<file path="src/rtl/inst_axi_bridge_pkg.sv">
// Shared AXI4 read-channel constants and types for the instruction fetch bridge.
package inst_axi_bridge_pkg;

  localparam int unsigned AXI_ID_W    = 4;
  localparam int unsigned AXI_ADDR_W  = 32;
  localparam int unsigned AXI_DATA_W  = 32;
  localparam int unsigned AXI_LEN_W   = 8;
  localparam int unsigned AXI_SIZE_W  = 3;
  localparam int unsigned AXI_BURST_W = 2;
  localparam int unsigned AXI_RESP_W  = 2;
  localparam int unsigned AXI_LOCK_W  = 2;
  localparam int unsigned AXI_CACHE_W = 4;
  localparam int unsigned AXI_PROT_W  = 3;

  localparam logic [AXI_BURST_W-1:0] AXI_BURST_INCR = 2'b01;
  localparam logic [AXI_RESP_W-1:0]  AXI_RESP_OKAY  = 2'b00;
  localparam logic [AXI_LEN_W-1:0]   AXI_LEN_SINGLE = 8'h00;

  // AR register slice: either empty or holding one request until the handshake.
  typedef enum logic {
    AR_IDLE = 1'b0,
    AR_PEND = 1'b1
  } ar_state_e;

endpackage

</file>
<file path="src/rtl/inst_axi_bridge.sv">
// Read-only bridge from the fetch-stage SRAM-like port to an AXI4 AR/R master.
// Single-beat in-order reads, up to OUTSTANDING requests in flight.
module inst_axi_bridge
  import inst_axi_bridge_pkg::*;
#(
  parameter int unsigned OUTSTANDING = 2,
  parameter logic [3:0]  AXI_ID      = 4'h0
) (
  input  logic        clk,
  input  logic        resetn,
  // fetch-side SRAM-like port
  input  logic        inst_sram_en,
  input  logic        inst_sram_wr,
  input  logic [1:0]  inst_sram_size,
  input  logic [31:0] inst_sram_addr,
  output logic        inst_sram_addr_ok,
  output logic        inst_sram_data_ok,
  output logic [31:0] inst_sram_rdata,
  output logic        bus_err,
  // AXI AR channel
  output logic [3:0]  arid,
  output logic [31:0] araddr,
  output logic [7:0]  arlen,
  output logic [2:0]  arsize,
  output logic [1:0]  arburst,
  output logic [1:0]  arlock,
  output logic [3:0]  arcache,
  output logic [2:0]  arprot,
  output logic        arvalid,
  input  logic        arready,
  // AXI R channel
  input  logic [3:0]  rid,
  input  logic [31:0] rdata,
  input  logic [1:0]  rresp,
  input  logic        rlast,
  input  logic        rvalid,
  output logic        rready
);

  localparam int unsigned CW = $clog2(OUTSTANDING + 1);

  ar_state_e               ar_state_q, ar_state_d;
  logic [AXI_ADDR_W-1:0]   araddr_q, araddr_d;
  logic [AXI_SIZE_W-1:0]   arsize_q, arsize_d;
  logic [CW-1:0]           count_q, count_d;
  logic                    data_ok_q, data_ok_d;
  logic [AXI_DATA_W-1:0]   rdata_q, rdata_d;
  logic                    bus_err_q, bus_err_d;

  logic                    addr_ok;
  logic                    r_hs;

  // Single ID and single beat: rid and rlast carry no information for us.
  logic unused_r_fields;
  assign unused_r_fields = ^{rid, rlast};

  // Request acceptance and R-channel readiness; nothing here depends on arready/rvalid
  // combinationally towards the fetch side.
  always_comb begin
    addr_ok = resetn & inst_sram_en & ~inst_sram_wr & (ar_state_q == AR_IDLE)
            & (count_q < CW'(OUTSTANDING));
    rready  = (count_q != '0);
    r_hs    = rvalid & rready;
  end

  // AR slice next state: load on accept, hold until handshake.
  always_comb begin
    ar_state_d = ar_state_q;
    araddr_d   = araddr_q;
    arsize_d   = arsize_q;
    unique case (ar_state_q)
      AR_IDLE: begin
        if (addr_ok) begin
          ar_state_d = AR_PEND;
          araddr_d   = inst_sram_addr;
          arsize_d   = {1'b0, inst_sram_size};
        end
      end
      AR_PEND: begin
        if (arready) ar_state_d = AR_IDLE;
      end
      default: ar_state_d = AR_IDLE;
    endcase
  end

  // Outstanding counter: accept and response in the same cycle cancel out.
  always_comb begin
    count_d = count_q;
    unique case ({addr_ok, r_hs})
      2'b10:   count_d = count_q + CW'(1);
      2'b01:   count_d = count_q - CW'(1);
      default: count_d = count_q;
    endcase
  end

  // R capture: one-cycle data_ok pulse, rdata holds after the pulse.
  always_comb begin
    data_ok_d = r_hs;
    bus_err_d = r_hs & (rresp != AXI_RESP_OKAY);
    rdata_d   = r_hs ? rdata : rdata_q;
  end

  // State registers.
  always_ff @(posedge clk or negedge resetn) begin
    if (!resetn) begin
      ar_state_q <= AR_IDLE;
      araddr_q   <= '0;
      arsize_q   <= '0;
      count_q    <= '0;
      data_ok_q  <= 1'b0;
      rdata_q    <= '0;
      bus_err_q  <= 1'b0;
    end else begin
      ar_state_q <= ar_state_d;
      araddr_q   <= araddr_d;
      arsize_q   <= arsize_d;
      count_q    <= count_d;
      data_ok_q  <= data_ok_d;
      rdata_q    <= rdata_d;
      bus_err_q  <= bus_err_d;
    end
  end

  assign inst_sram_addr_ok = addr_ok;
  assign inst_sram_data_ok = data_ok_q;
  assign inst_sram_rdata   = rdata_q;
  assign bus_err           = bus_err_q;

  assign arid    = AXI_ID;
  assign araddr  = araddr_q;
  assign arlen   = AXI_LEN_SINGLE;
  assign arsize  = arsize_q;
  assign arburst = AXI_BURST_INCR;
  assign arlock  = '0;
  assign arcache = '0;
  assign arprot  = '0;
  assign arvalid = (ar_state_q == AR_PEND);

endmodule
</file>
<file path="config.mk">
export PLATFORM = sky130hd
export DESIGN_NAME = inst_axi_bridge
export DESIGN_NICKNAME = d
export VERILOG_FILES = /design/src/rtl/inst_axi_bridge_pkg.sv /design/src/rtl/inst_axi_bridge.sv
export SDC_FILE = /design/constraint.sdc
export NUM_CORES = 1
export LEC_CHECK = 0
export CAP_MARGIN = 30
export CORE_MARGIN = 4
export CORE_UTILIZATION = 38
export DETAILED_ROUTE_END_ITERATION = 7
export GPL_ROUTABILITY_DRIVEN = 1
export PLACE_DENSITY = 0.92
export SETUP_SLACK_MARGIN = 0.1
export SKIP_LAST_GASP = 1
export SLEW_MARGIN = 20
export SYNTH_ARGS = -nofsm -noshare
export SYNTH_HDL_FRONTEND = slang
export SYNTH_SLANG_ARGS = --single-unit
</file>
<file path="constraint.sdc">
create_clock -name clk -period 2.49 [get_ports clk]
set_clock_uncertainty 0.05 [all_clocks]
set_input_delay 0.6225 -clock clk [delete_from_list [all_inputs] [get_ports clk]]
set_output_delay 0.6225 -clock clk [all_outputs]
set_load 0.02 [all_outputs]
</file>
==> Word-level counts from Yosys, hierarchy flattened <==
Index checks and enable logic that the tools add are counted.
{ "word_totals": {"reg_bits": 71, "out_inout_bits": 95, "wordCells": 28, "input_bits": 79} }
{ "classes": {"eq_ne": 2, "bitwise_logic": 8, "add_sub_neg": 2, "reduce_logical": 4, "n_lt_le_gt_ge": 1, "n_mux": 4} }
{ "op_table": {"columns": ["op", "count"], "rows": [
  ["bitwise AND 1 bit", 6],
  ["nonzero test 2 bit", 3],
  ["case mux 2 bit (2 select lines)", 1],
  ["adder 2 x 1 -> 2 bit, second input constant", 1],
  ["== test 2 x 1 -> 1 bit, second input constant", 1],
  ["== test 2 bit, second input constant", 1],
  ["less-than comparator 2 bit, second input constant", 1],
  ["two-way mux 1 bit", 2],
  ["NOT 1 bit", 2],
  ["case mux 1 bit (2 select lines)", 1],
  ["AND reduction 2 bit", 1],
  ["subtractor 2 x 1 -> 2 bit, second input constant", 1]
]} }

==> Logic depth before layout (Yosys ltp) <==
Gate-level depths: netlist of the first run.
{ "logic_depth": {"word_depth": 6, "ltp_mapped": 8, "depth_no_buf": 7} }

==> Worst setup path before layout of the first run <==
OpenSTA, ideal clock, no wires.
{ "synth_path": {"kind": "input -> output", "start": "in inst_sram_wr", "end": "out inst_sram_addr_ok", "setup_slack_ns": 0.393, "n_path_buf": 1, "t_arrival_ns": 1.425, "t_required_ns": 1.817, "cell_stages": 3, "path_cell_list": "or4_4 -> clkinv_4 -> buf_12"} }
{ "synth_between": {"elab_chain_len": 4} }
{ "synth_rtl": {"columns": ["item", "line_no", "rtl"], "rows": [
  ["from (decl)", "inst_axi_bridge.sv:13", "input logic inst_sram_wr,"],
  ["NOT 1 bit", "inst_axi_bridge.sv:60", "addr_ok = resetn & inst_sram_en & ~inst_sram_wr & (ar_state_q == AR_IDLE)"],
  ["bitwise AND 1 bit (2 in series)", "inst_axi_bridge.sv:60", null],
  ["bitwise AND 1 bit", "inst_axi_bridge.sv:61", "& (count_q < CW'(OUTSTANDING));"],
  ["to (decl)", "inst_axi_bridge.sv:16", "output logic inst_sram_addr_ok,"]
]} }
Every way passes these cells.

==> Final worst setup path of the first run <==
Ends and elaborated chain as after synthesis.

==> reports/results.ini, run 1 <==
[place]
place_ws_ns=-0.426
routabilityCongestion=0.682
io_buffers=144
dp_hpwl_um=5260

[sta]
tns_ns=0
finalSetupViolations=0
max_freq_mhz=434
period_minus_slack_ns=2.31
worstMarginPinSlew_ns=0.580
slew_headroom=0.613
setup_slack_ns=0.183
final-hold-violation-count=0
min_period_over_period=0.926
rsz0062_at_grt=no
maxSlewViolCount=0

[grt]
grt_max_degree=72
grt_usage=0.151
antenna_found_initial=0
grt_first_pass_wirelength_um=11300
grt-ovfl-total=0
grt_pass1_vias=2188

[clock_network]
cts_num_sinks=71
clock_path_buffers=2
cts_buffers=9
root_buffer=clkbuf_8
cts.clk_slew.worst_paths_ns=0.07
clock_latency_ns=0.33
tritoncts=done
cts-htree-levels=3

[critical_path]
crit_slowest_cell=or4_4
critical_path_required_ns=1.82
startpoint_type=input pin
cp-end-kind=primary output
crit_arrival_ns=1.63
cpPeakStageDelay_ns=0.44
critPathKind=input pin to primary output
cp_max_fo=2
cp_cell_sequence=clkdlybuf4s50_1, or4_4, clkinv_4, buf_6
cp_top_family=buffers and inverters
path_buf_inv=3

[yosys]
syn_avg_cell_area_um2=16.3
syn_area_mm2=0.00300
ys_types=16
synth-seq-cells=71
netlist_instances=184
seq_area_frac_synth=0.593
yosys_warnings=0

[layout]
n_fill_cell=599
drive_gt1_frac=0.270
num_antenna_cells=0
fin_nets=417
syn2layout_area_growth_pct=53.8
utilization=0.599
multi_input_area_mm2=0.00102
ff_latch_area_mm2=0.00178

[die]
boundaryPins=174
start_util=0.390
fp.coreArea_mm2=0.00769
rows=32
die_height_um=96.8
dieWidth_um=96.8
die_area_mm2=0.00937

[detailed_routing]
routedWlPerCell_um=15.7
drt_iter0_drc=36
wl_met3_um=499
drtAntennaViolNets=0
top_layer=met4
drc=0
met1_length_um=2570
viasPerCell=4.37
wl_met2_um=3690
vias=1936
wirelength_um=6960
drt-pass1-iter-count=3

[outcome]
status=complete, no violations

[run]
drv_cap=0

[min_path]
min_path_type=input pin to async pin

[power]
peakVddDrop_mv=0.586
power.leakage_nw=2.00
power_density_mw_per_mm2=1230

## layout by cell type, fill, tap and decap left out
master	Yosys	final
mux2_4	29	29
ha_1	1	1
or2_2	1	1
dfrtp_1	71	71
conb_1	2	24
clkinvlp_4	0	2
buf_2	0	1
dlygate4sd2_1	0	1
o21ai_0	1	1
clkinv_4	1	1
clkdlybuf4s50_1	0	141
mux2_2	37	37
nand2_1	2	2
buf_6	0	1
inv_1	2	2
buf_4	27	5
or4_4	1	1
nor2_1	3	3
clkbuf_8	0	10
clkinv_2	0	2
xor2_1	1	1
buf_12	3	1
xnor2_1	2	2
inv_6	0	1
## cell type report
class / instances / share of cell area
Tap cell: 102 / 0.0277
Sequential cell: 71 / 0.386
Timing Repair Buffer: 150 / 0.324
Clock buffer: 10 / 0.0299
Inverter: 3 / 0.00353
Multi-Input combinational cell: 102 / 0.222
Clock inverter: 5 / 0.00733
## repair_timing
action	CTS	global route
setup buffers	0	0
resized for setup	7	0
endpoints found under the setup margin	1	0
hold buffers	0	0
## worst reg2reg max path, delay by kind of cell, from the launching register on
kind | cells | cell delay [ns]
AND/OR/NAND/NOR | 1 | 0.57
buffers and inverters | 2 | 0.55
multiplexers | 1 | 0.42
flip-flops | 1 | 0.41
## through the flow
| step | total power [mW] | hold slack, ns | area, um2 | std cells |
|---|---|---|---|---|
| after detailed placement | 4.93 | 0.444 | 4420 | 427 |
| after CTS | 5.77 | 0.460 | 4590 | 442 |
| after global routing | 5.99 | 0.274 | 4610 | 443 |
| after global placement | 4.84 | 0.436 | 4420 | 427 |
| final | 5.69 | 0.261 | 4610 | 443 |
| after floorplan | 3.54 | 0.277 | 3080 | 206 |
## flip-flops by register name, summed over array words and instances, names as in the netlist
name	flops
inst_sram_data_ok	1
arvalid	1
inst_sram_rdata	32
bus_err	1
araddr	32
count_q	2
arsize	2
## synthesized netlist by cell type
library cell / count / share of area
dfrtp_1: 71 / 0.59
mux2_2: 37 / 0.14
mux2_4: 29 / 0.15
buf_4: 27 / 0.068
buf_12: 3 / 0.020
nor2_1: 3 / 0.0038
conb_1: 2 / 0.0025
inv_1: 2 / 0.0025
nand2_1: 2 / 0.0025
xnor2_1: 2 / 0.0058
clkinv_4: 1 / 0.0029
ha_1: 1 / 0.0042
o21ai_0: 1 / 0.0017
or2_2: 1 / 0.0021
or4_4: 1 / 0.0038
xor2_1: 1 / 0.0029
## power by group
| part | switching, mW | internal (mW) |
|---|---|---|
| clock | 0.427 | 0.383 |
| combinational | 1.27 | 1.61 |
| sequential | 0.299 | 1.70 |
| total | 1.99 | 3.70 |
## routing by layer
layer  GRT usage  vias up
li1            -      884
met1       0.165      948
met2       0.255       86
met3      0.0555       18
met4      0.0788        0
met5           0        -
## cells by family after synthesis
logic type | synth area share
flip-flops | 0.593
multiplexers | 0.284
buffers and inverters | 0.0932
AND/OR/NAND/NOR | 0.0121
XOR/XNOR | 0.00877
other | 0.00251
adder cells (fa/ha/maj) | 0.00418
AO/OA/AOI/OAI | 0.00167
## path summary, 6_finish.rpt
kind	startpoint	to	slack [ns]	depth (start not counted)
max in group asynchronous	resetn	arsize[1]	1.58	3
setup / recovery	inst_sram_wr	inst_sram_addr_ok	0.18	4
hold reg to reg	count_q[1]	count_q[1]	0.45	1
hold / removal	resetn	count_q[0]	0.26	2
min in group clk	count_q[1]	count_q[1]	0.45	1
setup reg to reg	count_q[1]	araddr[1]	0.37	4
Note: power is estimated with default switching activity, not from simulation.
==> inputs of run 2 (changes only) <==
--- a/config.mk
+++ b/config.mk
@@ -8,6 +8,7 @@
 export CAP_MARGIN = 30
 export CORE_MARGIN = 4
 export CORE_UTILIZATION = 38
+export CTS_BUF_LIST = sky130_fd_sc_hd__clkbuf_16
 export DETAILED_ROUTE_END_ITERATION = 7
 export GPL_ROUTABILITY_DRIVEN = 1
 export PLACE_DENSITY = 0.92
==> reports/results.ini, run 2 (synthesis results as in run 1) <==
[clock_network]
cts-htree-levels=3  ; unchanged
clock_path_buffers=2  ; unchanged
ctsHoldBuffers=0  ; unchanged
cts_buffers=9  ; unchanged
cts_num_sinks=71  ; unchanged
tritoncts=done  ; unchanged
clock_latency_ns=0.31  ; was 0.33 ns
root_buffer=clkbuf_16  ; was clkbuf_8
cts.clk_slew.worst_paths_ns=0.06  ; was 0.07 ns

[power]
peakVddDrop_mv=0.580  ; was 0.586 mV
p_total_mw=6.02  ; was 5.69 mW
swShare=0.338  ; was 0.350
p_seq_frac=0.333  ; was 0.351
combinationalPowerShare=0.479  ; was 0.506
p_clk_frac=0.188  ; was 0.142
power_density_mw_per_mm2=1280  ; was 1230 mW/mm2
p_int_mw=3.98  ; was 3.70 mW
power.leakage_nw=2.04  ; was 2.00 nW
p_switching_mw=2.03  ; was 1.99 mW

[die]
start_util=0.390  ; unchanged
dieWidth_um=96.8  ; unchanged
fp.coreArea_mm2=0.00769  ; unchanged
die_height_um=96.8  ; unchanged
die_area_mm2=0.00937  ; unchanged
boundaryPins=174  ; unchanged
rows=32  ; unchanged

[layout]
fin_nets=417  ; unchanged
fin_area_mm2=0.00470  ; was 0.00461 mm2
n_fill_cell=596  ; was 599
layout_common_cells=clkdlybuf4s50_1 (141), dfrtp_1 (71), mux2_2 (37), mux2_4 (29), conb_1 (24)  ; unchanged
final_common_cell=clkdlybuf4s50_1  ; unchanged
num_antenna_cells=0  ; unchanged
drive_gt1_frac=0.267  ; was 0.270
syn2layout_area_growth_pct=56.9  ; was 53.8%

[critical_path]
critPathKind=input pin to primary output  ; unchanged
cp-end-kind=primary output  ; unchanged
cp_max_fo=2  ; unchanged
startpoint_type=input pin  ; unchanged
crit_arrival_ns=1.63  ; about the same
critical_path_required_ns=1.82  ; about the same

[place]
post_dp_cell_area_mm2=0.00442  ; unchanged
dp_hpwl_um=5260  ; unchanged
io_buffers=144  ; unchanged
routabilityCongestion=0.682  ; unchanged

[detailed_routing]
routedWlPerCell_um=15.7  ; about the same
drc=0  ; unchanged
drtAntennaViolNets=0  ; unchanged
wirelength_um=6950  ; was 6960 um
drt_iter0_drc=28  ; was 36
drt-pass1-iter-count=3  ; unchanged
viasPerCell=4.36  ; was 4.37
vias=1930  ; was 1936

[outcome]
status=complete, no violations  ; unchanged

[sta]
rsz0062_at_grt=no  ; unchanged
min_period_over_period=0.926  ; about the same
slew_headroom=0.614  ; was 0.613
finalSetupViolations=0  ; unchanged
period_minus_slack_ns=2.31  ; about the same
max_freq_mhz=434  ; about the same
final-hold-violation-count=0  ; unchanged
worstMarginPinSlew_ns=0.579  ; was 0.580 ns
tns_ns=0  ; unchanged
maxSlewViolCount=0  ; unchanged

[run]
drv_cap=0  ; unchanged

[grt]
grt_first_pass_wirelength_um=11300  ; about the same
antenna_found_initial=0  ; unchanged
grt-ovfl-total=0  ; unchanged
grt_usage=0.150  ; was 0.151
grt_pass1_vias=2223  ; was 2188
grt_max_degree=72  ; unchanged

[min_path]
min_path_type=input pin to async pin  ; unchanged

==> run 2: changes by cell type in the layout (fill, tap and decap cells not counted) <==
cell,previous run,this run
clkinv_1,0,1
clkbuf_16,0,9
clkbuf_8,10,0
==> run 2: timing repair <==
action | CTS | global route
resized for setup | 7 | 0
endpoints found under the setup margin | 3 | 0
buffers inserted | 0 | 0
==> run 2: layout make-up <==
type / instances / area, um2 / share of cell area
repair buffers: 150 / 1490 / 0.318
clock buffers: 9 / 225 / 0.0479
well taps: 102 / 128 / 0.0272
inverters: 3 / 16.3 / 0.00346
multi-input cells: 102 / 1020 / 0.218
clock inverters: 6 / 37.5 / 0.00799
flip-flops and latches: 71 / 1780 / 0.378
==> run 2: critical path: stages <==
cell and delay [ns]:
clkdlybuf4s50_1 0.39, or4_4 0.44, clkinv_4 0.07, buf_6 0.11
==> run 2: through the flow <==
step | hold slack, ns | util | instances | setup slack, ns
after detailed placement | 0.444 | 0.575 | 427 | -0.426
after floorplan | 0.277 | - | 206 | 0.393
after global routing | 0.321 | 0.611 | 443 | 0.143
after global placement | 0.436 | 0.575 | 427 | -0.422
final | 0.292 | 0.611 | 443 | 0.183
after CTS | 0.456 | 0.609 | 442 | 0.173
==> run 2: power groups by stage <==
stage	clock (mW)	sequential (mW)	combinational, mW
after global placement	0	1.98	2.86
after detailed placement	0	2.02	2.91
final	1.13	2.01	2.88
after global routing	1.23	2.08	3.01
after CTS	1.16	2.01	2.92
after floorplan	0	2.65	0.880
==> run 2: final timing paths <==
check	from	to	slack, ns	cells after the start
max	inst_sram_wr	inst_sram_addr_ok	0.18	4
min	resetn	count_q[0]	0.29	2
max reg2reg	count_q[1]	araddr[1]	0.37	4
min reg2reg	count_q[1]	count_q[1]	0.45	1
max in group asynchronous	resetn	arsize[1]	1.54	3
min in group clk	count_q[1]	count_q[1]	0.45	1
==> run 2: layer usage <==
| metal | vias to the layer above | wire length (um) | global-route usage |
|---|---|---|---|
| li1 | 881 | - | - |
| met1 | 945 | 2590 | 0.163 |
| met2 | 86 | 3670 | 0.262 |
| met3 | 18 | 499 | 0.0519 |
| met4 | 0 | 190 | 0.0680 |
| met5 | - | 0 | 0 |
